File: src/rtl/slave_bridge_tg_sched.sv
// Traffic-generator run scheduler: paces write/read issue pulses against monitored AXI handshakes.
// Optional response checking (err_cnt) is enabled by defining TG_SCHED_RESP_CHECK_EN.
module slave_bridge_tg_sched #(
  parameter int          TCQ             = 1,
  parameter int unsigned MAX_OUTSTANDING = 16,
  parameter int unsigned CNT_WIDTH       = 16
) (
  input  logic                 fabric_clk,
  input  logic                 fabric_rst,
  input  logic                 start,
  input  logic                 abort,
  input  logic                 cfg_mode,
  input  logic [CNT_WIDTH-1:0] cfg_num_wr,
  input  logic [CNT_WIDTH-1:0] cfg_num_rd,
  input  logic                 awvalid,
  input  logic                 awready,
  input  logic                 bvalid,
  input  logic                 bready,
  input  logic                 arvalid,
  input  logic                 arready,
  input  logic                 rvalid,
  input  logic                 rready,
  input  logic                 rlast,
  input  logic [1:0]           bresp,
  input  logic [1:0]           rresp,
  output logic                 gen_wr,
  output logic                 gen_rd,
  output logic                 busy,
  output logic                 done,
  output logic                 aborted,
  output logic [CNT_WIDTH-1:0] wr_cmpl_cnt,
  output logic [CNT_WIDTH-1:0] rd_cmpl_cnt,
  output logic [CNT_WIDTH-1:0] err_cnt
);

  localparam int unsigned OutW = $clog2(MAX_OUTSTANDING + 1);
  localparam logic [OutW-1:0] MaxOut = OutW'(MAX_OUTSTANDING);
  localparam logic [OutW-1:0] OutOne = OutW'(1);
  localparam logic [CNT_WIDTH-1:0] CntOne = CNT_WIDTH'(1);
  // Registers model zero clock-to-Q; TCQ is kept only so existing instantiations still bind.
  localparam int unused_tcq = TCQ;

  typedef enum logic [2:0] {StIdle, StWrPh, StRdPh, StConc, StDrain, StDone} state_e;

  state_e               state_q, state_d;
  logic [CNT_WIDTH-1:0] num_wr_q, num_rd_q, wr_issued_q, rd_issued_q;
  logic [CNT_WIDTH-1:0] wr_cmpl_q, rd_cmpl_q;
  logic [OutW-1:0]      wr_out_q, rd_out_q;
  logic                 wr_pend_q, rd_pend_q, via_drain_q;
  logic                 active, launch, aw_hs, b_hs, ar_hs, r_hs;
  logic                 wr_finished, rd_finished;

  assign active = (state_q != StIdle);
  assign launch = (state_q == StIdle) && start;
  assign aw_hs  = active && awvalid && awready;
  assign b_hs   = active && bvalid && bready;
  assign ar_hs  = active && arvalid && arready;
  assign r_hs   = active && rvalid && rready && rlast;

  // Pending request counts as in flight so a phase cannot close before its last AW/AR lands.
  assign wr_finished = (wr_issued_q == num_wr_q) && !wr_pend_q && (wr_out_q == '0);
  assign rd_finished = (rd_issued_q == num_rd_q) && !rd_pend_q && (rd_out_q == '0);

  assign gen_wr = ((state_q == StWrPh) || (state_q == StConc)) && !abort &&
                  (wr_issued_q < num_wr_q) && !wr_pend_q && (wr_out_q < MaxOut);
  assign gen_rd = ((state_q == StRdPh) || (state_q == StConc)) && !abort &&
                  (rd_issued_q < num_rd_q) && !rd_pend_q && (rd_out_q < MaxOut);

  assign busy        = active;
  assign done        = (state_q == StDone);
  assign aborted     = done && via_drain_q;
  assign wr_cmpl_cnt = wr_cmpl_q;
  assign rd_cmpl_cnt = rd_cmpl_q;

  always_comb begin
    state_d = state_q;
    unique case (state_q)
      StIdle:  if (start) state_d = cfg_mode ? StConc : StWrPh;
      StWrPh:  if (abort) state_d = StDrain; else if (wr_finished) state_d = StRdPh;
      StRdPh:  if (abort) state_d = StDrain; else if (rd_finished) state_d = StDone;
      StConc:  if (abort) state_d = StDrain;
               else if (wr_finished && rd_finished) state_d = StDone;
      StDrain: if ((wr_out_q == '0) && (rd_out_q == '0)) state_d = StDone;
      StDone:  state_d = StIdle;
      default: state_d = StIdle;
    endcase
  end

  always_ff @(posedge fabric_clk or posedge fabric_rst) begin
    if (fabric_rst) begin
      state_q     <= StIdle;
      num_wr_q    <= '0;
      num_rd_q    <= '0;
      wr_issued_q <= '0;
      rd_issued_q <= '0;
      wr_pend_q   <= 1'b0;
      rd_pend_q   <= 1'b0;
      wr_out_q    <= '0;
      rd_out_q    <= '0;
      wr_cmpl_q   <= '0;
      rd_cmpl_q   <= '0;
      via_drain_q <= 1'b0;
    end else begin
      state_q <= state_d;
      if (launch) begin
        num_wr_q    <= cfg_num_wr;
        num_rd_q    <= cfg_num_rd;
        wr_issued_q <= '0;
        rd_issued_q <= '0;
        wr_pend_q   <= 1'b0;
        rd_pend_q   <= 1'b0;
        wr_out_q    <= '0;
        rd_out_q    <= '0;
        wr_cmpl_q   <= '0;
        rd_cmpl_q   <= '0;
        via_drain_q <= 1'b0;
      end else begin
        if (gen_wr) wr_issued_q <= wr_issued_q + CntOne;
        if (gen_rd) rd_issued_q <= rd_issued_q + CntOne;
        if (gen_wr) wr_pend_q <= 1'b1;
        else if (aw_hs) wr_pend_q <= 1'b0;
        if (gen_rd) rd_pend_q <= 1'b1;
        else if (ar_hs) rd_pend_q <= 1'b0;
        if (aw_hs && !b_hs) wr_out_q <= wr_out_q + OutOne;
        else if (b_hs && !aw_hs && (wr_out_q != '0)) wr_out_q <= wr_out_q - OutOne;
        if (ar_hs && !r_hs) rd_out_q <= rd_out_q + OutOne;
        else if (r_hs && !ar_hs && (rd_out_q != '0)) rd_out_q <= rd_out_q - OutOne;
        if (b_hs && !(&wr_cmpl_q)) wr_cmpl_q <= wr_cmpl_q + CntOne;
        if (r_hs && !(&rd_cmpl_q)) rd_cmpl_q <= rd_cmpl_q + CntOne;
        if (state_d == StDrain) via_drain_q <= 1'b1;
      end
    end
  end

`ifdef TG_SCHED_RESP_CHECK_EN
  logic [CNT_WIDTH-1:0] err_q;
  logic [1:0]           err_inc;
  logic [CNT_WIDTH:0]   err_sum;
  logic                 r_beat;

  // Every R beat carries a response, not just the last one.
  assign r_beat  = active && rvalid && rready;
  assign err_inc = 2'(b_hs && (bresp != 2'b00)) + 2'(r_beat && (rresp != 2'b00));
  assign err_sum = {1'b0, err_q} + (CNT_WIDTH + 1)'(err_inc);

  always_ff @(posedge fabric_clk or posedge fabric_rst) begin
    if (fabric_rst) begin
      err_q <= '0;
    end else if (launch) begin
      err_q <= '0;
    end else if (err_sum[CNT_WIDTH]) begin
      err_q <= '1;
    end else begin
      err_q <= err_sum[CNT_WIDTH-1:0];
    end
  end

  assign err_cnt = err_q;
`else
  logic unused_resp;
  assign unused_resp = ^{bresp, rresp};
  assign err_cnt     = '0;
`endif

endmodule
File: config.mk
export PLATFORM = sky130hd
export DESIGN_NAME = slave_bridge_tg_sched
export DESIGN_NICKNAME = d
export VERILOG_FILES = /design/src/rtl/slave_bridge_tg_sched.sv
export SDC_FILE = /design/constraint.sdc
export NUM_CORES = 1
export LEC_CHECK = 0
export CAP_MARGIN = 20
export CORE_MARGIN = 2
export CORE_UTILIZATION = 59
export DETAILED_ROUTE_END_ITERATION = 10
export GPL_TIMING_DRIVEN = 1
export PLACE_DENSITY = 0.87
export SLEW_MARGIN = 20
export SYNTH_ARGS = -nofsm -noshare
export SYNTH_HDL_FRONTEND = slang
export SYNTH_SLANG_ARGS = --single-unit
File: constraint.sdc
create_clock -name fabric_clk -period 11.6 [get_ports fabric_clk]
set_clock_uncertainty 0.2 [all_clocks]
set_input_delay 1.74 -clock fabric_clk [delete_from_list [all_inputs] [get_ports fabric_clk]]
set_output_delay 1.74 -clock fabric_clk [all_outputs]
set_load 0.005 [all_outputs]
==> results_dict.tcl <==
set metrics [dict create \
    status "completed" \
    die-height_um 109.3 \
    max-cap-violations 0 \
    rows 38 \
    yosys.area.top_type "dfrtp_1" \
    fillers 853 \
    clkLatencyLatePin_ns 0.38 \
    synth_top_family_by_area "simple AND/OR/NAND/NOR gates" \
    ys_seq_area_share_pct 42.87 \
    synth-adder-area-share_pct 8.651 \
    async_flop_share_pct 100.0 \
    synth-seq-cells 112 \
    synth_area_leaders "dfrtp_1 43%, ha_1 8.0%, o21ai_0 5.9%, nand2_1 5.7%, inv_1 3.4%" \
    syn_inst 730 \
    synthXorXnorAreaFrac_pct 3.483 \
    die_area_mm2 0.01194 \
    grt_max_degree 118 \
    routedWlPerCell_um 15.52 \
    worst_pin_slew_ns 0.7375 \
    yosys_warnings 0 \
    dieWidth_um 109.3 \
    drc_errors 0 \
    reg2reg_depth 10 \
    hpwl_um 10380 \
    via_count 5543 \
    cts.htree.levels 3 \
    cts_buffers 9 \
    synth-simple-area-share_pct 22.91 \
    synth.mux.area_fraction_pct 0.3062 \
    place_congestion 0.8381 \
    synth_area_mm2 0.006538 \
    root_buffer "clkbuf_8" \
    synthFlopType "dfrtp_1" \
    cts.path.max_buffers 2 \
    cts_setup_buffers 0 \
    regArea_mm2 0.002803 \
    grt_remaining_overflow 0 \
    drtAntennaViolNets 0 \
    cts_tree "built" \
    start_util_pct 60.31 \
    slew_headroom_pct 50.84 \
    num_io_pins 103 \
    synth_edf_count 0 \
    syn_to_final_growth_pct 16.52 \
    holdCritPathClass "flip-flop to flip-flop" \
    min_period_ns 5.765 \
    p_leak_nw 3.409 \
    drive_gt1_share_pct 4.839 \
    finalSetupViolCount 0 \
    vias_per_cell 5.859 \
    cts.clk_slew.worst_paths_ns 0.09 \
    fin_setup_tns_ns 0 \
    core_area_mm2 0.01084 \
    antenna_cells 0 \
    drt_iter0_markers 320 \
    max_freq_ghz 0.1735 \
    cp.required_ns 9.66 \
    endpoint_kind "output pin" \
    multi_input_area_mm2 0.003346 \
    finalCritPeriodShare_pct 49.70 \
    worstSetupPathType "input port to output pin" \
    rsz0062_at_grt "false" \
    cts_resized 0 \
    fin_nets 896 \
    peakVddDrop_mv 0.1147 \
    grt_usage_pct 25.97 \
    slew_violations 0 \
    port_buffers 82 \
    antenna_found_initial 0 \
    final_cell_area_mm2 0.007617 \
    cp-start-kind "input port" \
    p_per_area_mw_per_mm2 173.2 \
    placed_cell_area_mm2 0.007381 \
    dr.pass1.iters 5 \
    hold_viol 0 \
    grt_pass1_wl_um 24700 \
    synth_compound_area_share_pct 14.83 \
    ctsHoldBuffers 0 \
    wl_um 14680 \
    synth.distinct_cells 60 \
    numClockSinks 112 \
    grt_pass1_vias 5411 \
    synth_top_area_share_pct 42.87 \
    syn_avg_cell_area_um2 8.956 \
    critPathMaxFanout 24 \
    worstPathArrival_ns 3.83 \
    hold_path_depth 2 \
]
[synthesized netlist by cell type (all sizes together) (3+ instances only)]
master and n:
dfrtp 112, nand2 100, o21ai 81, inv 59, ha 42, a21oi 41, nor2 40, buf 33
nand3 32, or3 23, nand4 22, xnor2 13, xor2 13, and3 10, o211ai 10, or4 10
and2 9, a21o 6, and4 6, clkbuf 6, nor3 6, o31ai 6, nor4 5, a211oi 4
a31oi 4, nand2b 3, nand4b 3, nor2b 3, nor4b 3
[metal layers]
metal / wire length [um] / global-route usage, % / part of all wire, %
met5: 0 / 0 / 0
met4: 261 / 9.042 / 1.8
met3: 891 / 6.097 / 6.1
met2: 7296 / 43.88 / 50
met1: 6233 / 32.74 / 42
[sequential cells by signal, indices dropped and copies added (netlist names)]
register,flops
num_rd_q,16
num_wr_q,16
rd_cmpl_cnt,16
rd_issued_q,16
wr_cmpl_cnt,16
wr_issued_q,16
rd_out_q,5
wr_out_q,5
state_q,3
rd_pend_q,1
via_drain_q,1
wr_pend_q,1
[stage by stage]
stage / worst slack (ns) / instances / hold slack (ns) / total power [mW] / util [%]
2_1_floorplan: 6.701 / 745 / 0.2523 / 0.9230 / -
6_report: 5.835 / 946 / 0.2968 / 1.319 / 70.27
4_1_cts: 5.815 / 945 / 0.2969 / 1.316 / 69.99
5_1_grt: 5.685 / 946 / 0.3378 / 1.424 / 70.27
3_5_place_dp: 5.826 / 930 / 0.2736 / 1.070 / 68.09
3_3_place_gp: 5.835 / 930 / 0.2776 / 1.027 / 68.09
[kinds of logic after synthesis]
| group | Yosys count |
|---|---|
| multiplexers | 2 |
| AND/OR/NAND/NOR | 282 |
| other | 1 |
| AO/OA/AOI/OAI | 165 |
| buffers and inverters | 98 |
| XOR/XNOR | 26 |
| adder cells (fa/ha/maj) | 44 |
| flip-flops | 112 |
[power breakdown]
part	internal (mW)	switching, mW
registers	0.482	0.0644
clock network	0.117	0.130
logic	0.215	0.310
[worst paths after layout]
path,startpoint,end,slack [ns]
hold / removal,num_rd_q[0]$_DFFE_PP0P_,num_rd_q[0]$_DFFE_PP0P_,0.30
max in group asynchronous,fabric_rst,wr_out_q[2]$_DFFE_PP0P_,8.37
hold reg to reg,num_rd_q[0]$_DFFE_PP0P_,num_rd_q[0]$_DFFE_PP0P_,0.30
min in group asynchronous,fabric_rst,wr_issued_q[4]$_DFFE_PP0P_,1.62
setup reg to reg,state_q[1]$_DFF_PP0_,wr_out_q[4]$_DFFE_PP0P_,8.56
setup / recovery,abort,gen_rd,5.83
[cell usage in the layout (no fill, tap or decap), types with 10 or more instances in the layout]
cell type and instances:
nand3_1 30, clkbuf_8 12, inv_1 58, or4_1 10, xor2_1 13, dfrtp_1 112, clkdlybuf4s50_1 82, or3_1 23
nand4_1 21, o21ai_0 77, xnor2_1 13, nand2_1 99, nor2_1 38, a21oi_1 40, ha_1 42, and3_1 10
conb_1 16
[cell type report]
cell class                 instances  share of cell area, %
multi-input combinational        535                  43.92
sequential                       112                  36.79
timing repair buffer              85                  11.33
inverter                          59                  2.940
tap                              140                  2.300
clock buffer                      13                  2.217
clock inverter                     2                 0.4928
[critical path: stages]
cell and delay, ns:
clkdlybuf4s50_1 0.45, nor2_2 0.20, nand2_1 0.12, a211oi_2 0.28, nand3_2 0.39, inv_1 0.14, clkdlybuf4s50_1 0.51
Power figures use the tool's default switching activity.
